==> src/rtl/time_display.sv <==
// time_display
//   Converts the binary second/minute/hour counters of the timer clock into BCD
//   and drives six seven-segment displays:
//   HEX5:4 = hour, HEX3:2 = minute, HEX1:0 = second.
//   While a field is selected for setting, that field blinks.
//
//   The BCD conversion is a sequential shift-add-3 (double dabble). All three
//   fields are converted in parallel over 6 cycles.
//
// Parameters
//   SEG_ACTIVE_LOW  1: a segment is lit by driving 0 (DE2 HEX); 0: lit by driving 1
//   BLINK_TICKS     number of blink_tick pulses per blink-phase toggle (>= 1)
//
// Ports
//   clk, rst_n           clock; asynchronous active-low reset
//   second, minute       binary values, 0..59 nominal (6 bits)
//   hour                 binary value, 0..23 nominal (5 bits)
//   mode                 00 run, 01 set sec, 10 set min, 11 set hour
//   blink_tick           1-cycle strobe that advances the blink divider
//   hex0..hex5           registered segment outputs {g,f,e,d,c,b,a}
//   busy                 high while the conversion FSM is not IDLE
//   upd_done             1-cycle pulse when new digits have been latched
//   pm                   PM indicator; present only with DISP_12H_EN
//
// Build option
//   DISP_12H_EN: 12-hour display (hour 0 shown as 12, 13..23 as 1..11) and adds pm.
module time_display #(
  parameter int SEG_ACTIVE_LOW = 1,
  parameter int BLINK_TICKS    = 1
) (
  input  logic       clk,
  input  logic       rst_n,
  input  logic [5:0] second,
  input  logic [5:0] minute,
  input  logic [4:0] hour,
  input  logic [1:0] mode,
  input  logic       blink_tick,
  output logic [6:0] hex0,
  output logic [6:0] hex1,
  output logic [6:0] hex2,
  output logic [6:0] hex3,
  output logic [6:0] hex4,
  output logic [6:0] hex5,
  output logic       busy,
  output logic       upd_done
`ifdef DISP_12H_EN
  ,
  output logic       pm
`endif
);

  typedef enum logic [1:0] {IDLE, CONV, LATCH} state_t;

  localparam int CNT_W = (BLINK_TICKS > 1) ? $clog2(BLINK_TICKS) : 1;
  localparam logic [6:0] SEG_OFF = (SEG_ACTIVE_LOW != 0) ? 7'h7F : 7'h00;

  state_t            state, state_nxt;
  logic [16:0]       inputs_now;
  logic [16:0]       snap;
  // {tens, ones, binary} working registers for each field
  logic [13:0]       sec_dd, min_dd, hr_dd;
  logic [2:0]        step;
  logic [5:0][3:0]   dig;      // [0]=sec ones ... [5]=hour tens
  logic [5:0][6:0]   hex_r;
  logic [CNT_W-1:0]  blink_cnt;
  logic              phase;
  logic [2:0]        blank_pair;
  logic              pm_cap;
`ifndef DISP_12H_EN
  logic              pm;
`endif

  assign inputs_now = {hour, minute, second};

  // One double-dabble step: correct nibbles >= 5, then shift in the next bit.
  function automatic logic [13:0] dd_step(input logic [13:0] v);
    logic [13:0] a;
    a = v;
    if (a[9:6] >= 4'd5)   a[9:6]   = a[9:6] + 4'd3;
    if (a[13:10] >= 4'd5) a[13:10] = a[13:10] + 4'd3;
    return {a[12:0], 1'b0};
  endfunction

  function automatic logic [5:0] hour_disp(input logic [4:0] h);
`ifdef DISP_12H_EN
    if (h == 5'd0)        return 6'd12;
    else if (h <= 5'd12)  return {1'b0, h};
    else                  return {1'b0, h - 5'd12};
`else
    return {1'b0, h};
`endif
  endfunction

  function automatic logic [6:0] seg(input logic [3:0] d);
    logic [6:0] p;
    case (d)
      4'd0:    p = 7'h3F;
      4'd1:    p = 7'h06;
      4'd2:    p = 7'h5B;
      4'd3:    p = 7'h4F;
      4'd4:    p = 7'h66;
      4'd5:    p = 7'h6D;
      4'd6:    p = 7'h7D;
      4'd7:    p = 7'h07;
      4'd8:    p = 7'h7F;
      4'd9:    p = 7'h6F;
      default: p = 7'h00;
    endcase
    return (SEG_ACTIVE_LOW != 0) ? ~p : p;
  endfunction

  // FSM state register
  always_ff @(posedge clk or negedge rst_n) begin
    if (!rst_n) state <= IDLE;
    else        state <= state_nxt;
  end

  // FSM next state
  always_comb begin
    state_nxt = state;
    case (state)
      IDLE:    if (inputs_now != snap) state_nxt = CONV;
      CONV:    if (step == 3'd5)       state_nxt = LATCH;
      LATCH:   state_nxt = IDLE;
      default: state_nxt = IDLE;
    endcase
  end

  // FSM outputs
  always_comb begin
    busy = (state != IDLE);
  end

  // Capture, conversion and digit latch. The snapshot holds the raw inputs so a
  // change during CONV/LATCH is detected once the FSM is back in IDLE.
  always_ff @(posedge clk or negedge rst_n) begin
    if (!rst_n) begin
      snap     <= '0;
      sec_dd   <= '0;
      min_dd   <= '0;
      hr_dd    <= '0;
      step     <= '0;
      dig      <= '0;
      upd_done <= 1'b0;
      pm_cap   <= 1'b0;
      pm       <= 1'b0;
    end else begin
      upd_done <= 1'b0;
      case (state)
        IDLE: begin
          if (inputs_now != snap) begin
            snap   <= inputs_now;
            sec_dd <= {8'd0, second};
            min_dd <= {8'd0, minute};
            hr_dd  <= {8'd0, hour_disp(hour)};
            pm_cap <= (hour >= 5'd12);
            step   <= '0;
          end
        end
        CONV: begin
          sec_dd <= dd_step(sec_dd);
          min_dd <= dd_step(min_dd);
          hr_dd  <= dd_step(hr_dd);
          step   <= step + 3'd1;
        end
        LATCH: begin
          dig      <= {hr_dd[13:10], hr_dd[9:6], min_dd[13:10], min_dd[9:6],
                       sec_dd[13:10], sec_dd[9:6]};
          pm       <= pm_cap;
          upd_done <= 1'b1;
        end
        default: ;
      endcase
    end
  end

  // Blink divider: phase toggles on every BLINK_TICKS-th blink_tick.
  always_ff @(posedge clk or negedge rst_n) begin
    if (!rst_n) begin
      blink_cnt <= '0;
      phase     <= 1'b0;
    end else if (blink_tick) begin
      if (blink_cnt == CNT_W'(BLINK_TICKS - 1)) begin
        blink_cnt <= '0;
        phase     <= ~phase;
      end else begin
        blink_cnt <= blink_cnt + 1'b1;
      end
    end
  end

  always_comb begin
    blank_pair = '0;
    if (phase) begin
      case (mode)
        2'b01:   blank_pair[0] = 1'b1;
        2'b10:   blank_pair[1] = 1'b1;
        2'b11:   blank_pair[2] = 1'b1;
        default: blank_pair = '0;
      endcase
    end
  end

  // Segment registers re-encode every cycle so blink/mode changes show next edge.
  always_ff @(posedge clk or negedge rst_n) begin
    if (!rst_n) begin
      for (int i = 0; i < 6; i++) hex_r[i] <= seg(4'd0);
    end else begin
      for (int i = 0; i < 6; i++)
        hex_r[i] <= blank_pair[i/2] ? SEG_OFF : seg(dig[i]);
    end
  end

  assign hex0 = hex_r[0];
  assign hex1 = hex_r[1];
  assign hex2 = hex_r[2];
  assign hex3 = hex_r[3];
  assign hex4 = hex_r[4];
  assign hex5 = hex_r[5];

endmodule

==> config.mk <==
export PLATFORM = sky130hd
export DESIGN_NAME = time_display
export DESIGN_NICKNAME = d
export VERILOG_FILES = /design/src/rtl/time_display.sv
export SDC_FILE = /design/constraint.sdc
export NUM_CORES = 1
export LEC_CHECK = 0
export BUFFER_PORTS_ARGS = -buffer_cell sky130_fd_sc_hd__clkbuf_2
export CAP_MARGIN = 20
export CORE_ASPECT_RATIO = 0.75
export CORE_UTILIZATION = 30
export CTS_CLUSTER_SIZE = 16
export DETAILED_ROUTE_END_ITERATION = 8
export SYNTH_ARGS = -nofsm -noshare
export SYNTH_HDL_FRONTEND = slang
export SYNTH_SLANG_ARGS = --single-unit
==> constraint.sdc <==
create_clock -name clk -period 4.15 [get_ports clk]
set_input_delay 0.6225 -clock clk [delete_from_list [all_inputs] [get_ports clk]]
set_output_delay 0.6225 -clock clk [all_outputs]
set_load 0.005 [all_outputs]
==> key figures <==
Clocking
  • Htree depth: 4
  • Clk Latency, worst-skew pair: 420 ps
  • Total clock buffers created by CTS: 17
  • Post-CTS Hold Fix Bufs: 0
  • CTS tree: done
  • Register clock-pin slew on the reported worst setup and hold paths: 60 ps
  • Buffer type at the clock tree root: sky130_fd_sc_hd__clkbuf_16
  • Post-cts gate resize count: 0
  • Number of buffers inserted to repair setup after CTS: 0
  • TritonCTS sink count: 132
  • Maximum root-to-sink buffer count: 2

Die
  • Initial cell density of the core: 31.0%
  • Die extent in x: 174 µm
  • Io pins: 66
  • Number of cell rows: 46
  • Placeable core region: 21400 µm²
  • Die Y: 131 µm
  • Die Outline Area: 22700 µm²

Global routing
  • GRT overflow: 0
  • All-Layer GR Usage: 13.2%
  • Maximum number of pins on one net before global-route repair: 79
  • Initial antenna violation count: 0
  • Wire length of the first global-routing pass: 23500 µm
  • Via count of the first global-routing pass: 4628

Worst setup path
  • Worst setup path end: min_dd[4]
  • R2R cell count: 5
  • Setup crit start: snap[12]
  • Type of element launching the critical path: flip-flop
  • Endpoint of the lowest-slack register-to-register path: min_dd[4]
  • Startpoint of the worst-slack reg-to-reg timing path: snap[12]
  • Worst setup slack for register-to-register paths: 1740 ps
  • Worst endpoint required time: 4510 ps
  • Crit end category: flip-flop
  • CP max FO: 13
  • Data arrival time of the critical path: 2770 ps
  • Startpoint-to-endpoint class of the critical path: flip-flop to flip-flop

STA
  • RSZ-0062 raised after global routing: false
  • Number of slew-limit violations in the final report: 0
  • Slew at the pin closest to its max-slew limit: 1050 ps
  • Sum Neg Setup Slack: 0 ps
  • Minimum clock period after layout: 2410 ps
  • Final count of negative-setup-slack endpoints: 0
  • Total count of hold-check failures in the final report: 0
  • Max Clock Freq: 415 MHz
  • Final Cycle Share: 58.1%
  • Relative slew slack: 30.0%
  • Worst clock skew: 11.1 ps

Pwr
  • Leak: 3.61 nW
  • Total power divided by cell area: 800 nW/µm²
  • Peak supply drop: 0.000238 V

Flow run
  • Max_cap viols: 0

Route
  • Total wire length: 13800 µm
  • Total number of vias: 4734
  • First-pass DRT Iterations: 4
  • Met1 layer wirelength in the final routing: 7130 µm
  • Vias per Instance: 4.67
  • Wire per inst: 13.6 µm
  • Top metal layer carrying routed signals: met4
  • Wire length on met2: 5870 µm
  • Remaining DRCs: 0
  • Routed length on met3: 621 µm
  • Number of routed nets with antenna violations: 0
  • Initial detailed-routing violation count: 303

Logic synthesis
  • Total nets after synthesis: 716
  • Warning count from the yosys run: 0
  • Ys flop type: sky130_fd_sc_hd__dfrtp_1
  • EDFF count, synth: 0
  • Sequential element share of the synthesized area: 50.0%
  • Synthesized netlist cell count: 650
  • Avg Cell Area, Syn: 10.2 µm²
  • Yosys reg bits: 132
  • Distinct cell type count after synthesis: 42
  • Post-synth design cell area: 6630 µm²
  • Fraction of registers with async set/reset: 100%

Finish
  • Area added between synthesis and finish: 18.2%
  • Final Net Count: 778
  • Most frequent standard cell in the layout excluding fill and tap cells: sky130_fd_sc_hd__dfrtp_1
  • Number of filler cells placed in the layout: 2142
  • Commonest cells after routing, fill and taps aside: sky130_fd_sc_hd__dfrtp_1 (126), sky130_fd_sc_hd__nand2_1 (96), sky130_fd_sc_hd__o21ai_0 (68)
  • Final cell utilization of the core: 36.6%
  • Antenna fix cells: 0
  • Fraction of layout instances using a drive strength above 1: 18.9%

Worst hold path
  • Type of the most critical hold path: input port to asynchronous set/reset pin

Outcome
  • Run status: finished clean

Placement
  • Hpwl dp: 9270 µm
  • Routability Congestion: 0.770
  • Buffers on Ports: 65
kinds of logic (layout without fill, tap and decap cells):
group / count (synthesis) / after routing / synth area share [%]
compound gates: 177 / 177 / 17.8
xor+xnor: 28 / 28 / 3.70
fa+ha+maj: 44 / 44 / 8.31
buf+inv: 79 / 154 / 4.89
flops: 132 / 132 / 50.0
mux: 19 / 19 / 3.19
simple gates: 171 / 171 / 12.1
Yosys cell counts (all sizes together), types with 4 or more instances:
| cell | n | share of area, % |
|---|---|---|
| o2bb2ai | 4 | 0.53 |
| xnor2 | 18 | 2.4 |
| o211ai | 16 | 1.8 |
| dfstp | 6 | 2.4 |
| mux2 | 17 | 2.9 |
| xor2 | 10 | 1.3 |
| nand2b | 12 | 1.1 |
| o21ai | 68 | 5.1 |
| and2 | 8 | 0.76 |
| nand2 | 96 | 5.4 |
| buf | 7 | 0.81 |
| o22ai | 14 | 1.3 |
| dfrtp | 126 | 48 |
| nor2b | 7 | 0.66 |
| inv | 46 | 2.6 |
| a221o | 15 | 2.3 |
| nor3b | 9 | 1.0 |
| clkbuf | 26 | 1.5 |
| ha | 44 | 8.3 |
| a22o | 24 | 3.2 |
| a21oi | 24 | 1.8 |
| nor2 | 25 | 1.4 |
| o221ai | 4 | 0.53 |
how the worst min path moves through the flow:
stage | start | endpoint | slack [ps] | cells after the start
5_1_grt | rst_n | hex1[5] | 270 | 1
6_report | rst_n | hex1[5] | 220 | 1
3_5_place_dp | hr_dd[5] | hr_dd[6] | 490 | 1
2_1_floorplan | rst_n | dig[0] | 330 | 0
4_1_cts | rst_n | hex1[2] | 250 | 1
3_3_place_gp | snap[4] | snap[4] | 480 | 2
sequential cells by signal, summed over array words and instances (netlist names):
register and cells:
dig 24, hex0 7, hex1 7, hex2 7, hex3 7, hex4 7, hex5 7, hr_dd 14
min_dd 14, phase 1, sec_dd 14, snap 17, state 2, step 3, upd_done 1
per-layer routing:
metal  up-vias  global-route usage [%]
met5         -                       0
met4         0                    5.01
met3        16                    3.53
met2        96                    20.1
met1      2243                    18.0
li1       2379                       -
final cells by class:
cell class	count	area (µm²)	share of cell area, %
clock buffer	17	425	5.43
timing repair buffer	76	414	5.29
sequential	132	3310	42.3
inverter	46	173	2.20
clock inverter	15	154	1.96
multi-input combinational	439	3000	38.3
tap	288	360	4.60
worst max-delay path, stage by stage, from the launching register on:
cell	delay [ps]
sky130_fd_sc_hd__dfrtp_1	390
sky130_fd_sc_hd__xnor2_1	150
sky130_fd_sc_hd__o221ai_1	160
sky130_fd_sc_hd__or4_4	610
sky130_fd_sc_hd__nor4_4	760
sky130_fd_sc_hd__a221o_1	270
stage by stage:
stage	hold WS [ps]	total power, mW	std cells	area, µm²	setup slack, ps
after floorplan	327	4.12	650	6630	1910
after global placement	482	4.77	981	7260	1430
after detailed placement	493	4.83	981	7260	1340
after CTS	253	6.35	1013	7840	1710
after global routing	274	6.84	1013	7840	1530
final	218	6.27	1013	7840	1740
power breakdown:
part           internal, mW  switching, mW  total (mW)
Sequential             1.92          0.533        2.46
Combinational          1.13           1.20        2.33
Clock                 0.884          0.602        1.49
Total                  3.94           2.33        6.27
Power figures use the tool's default switching activity.
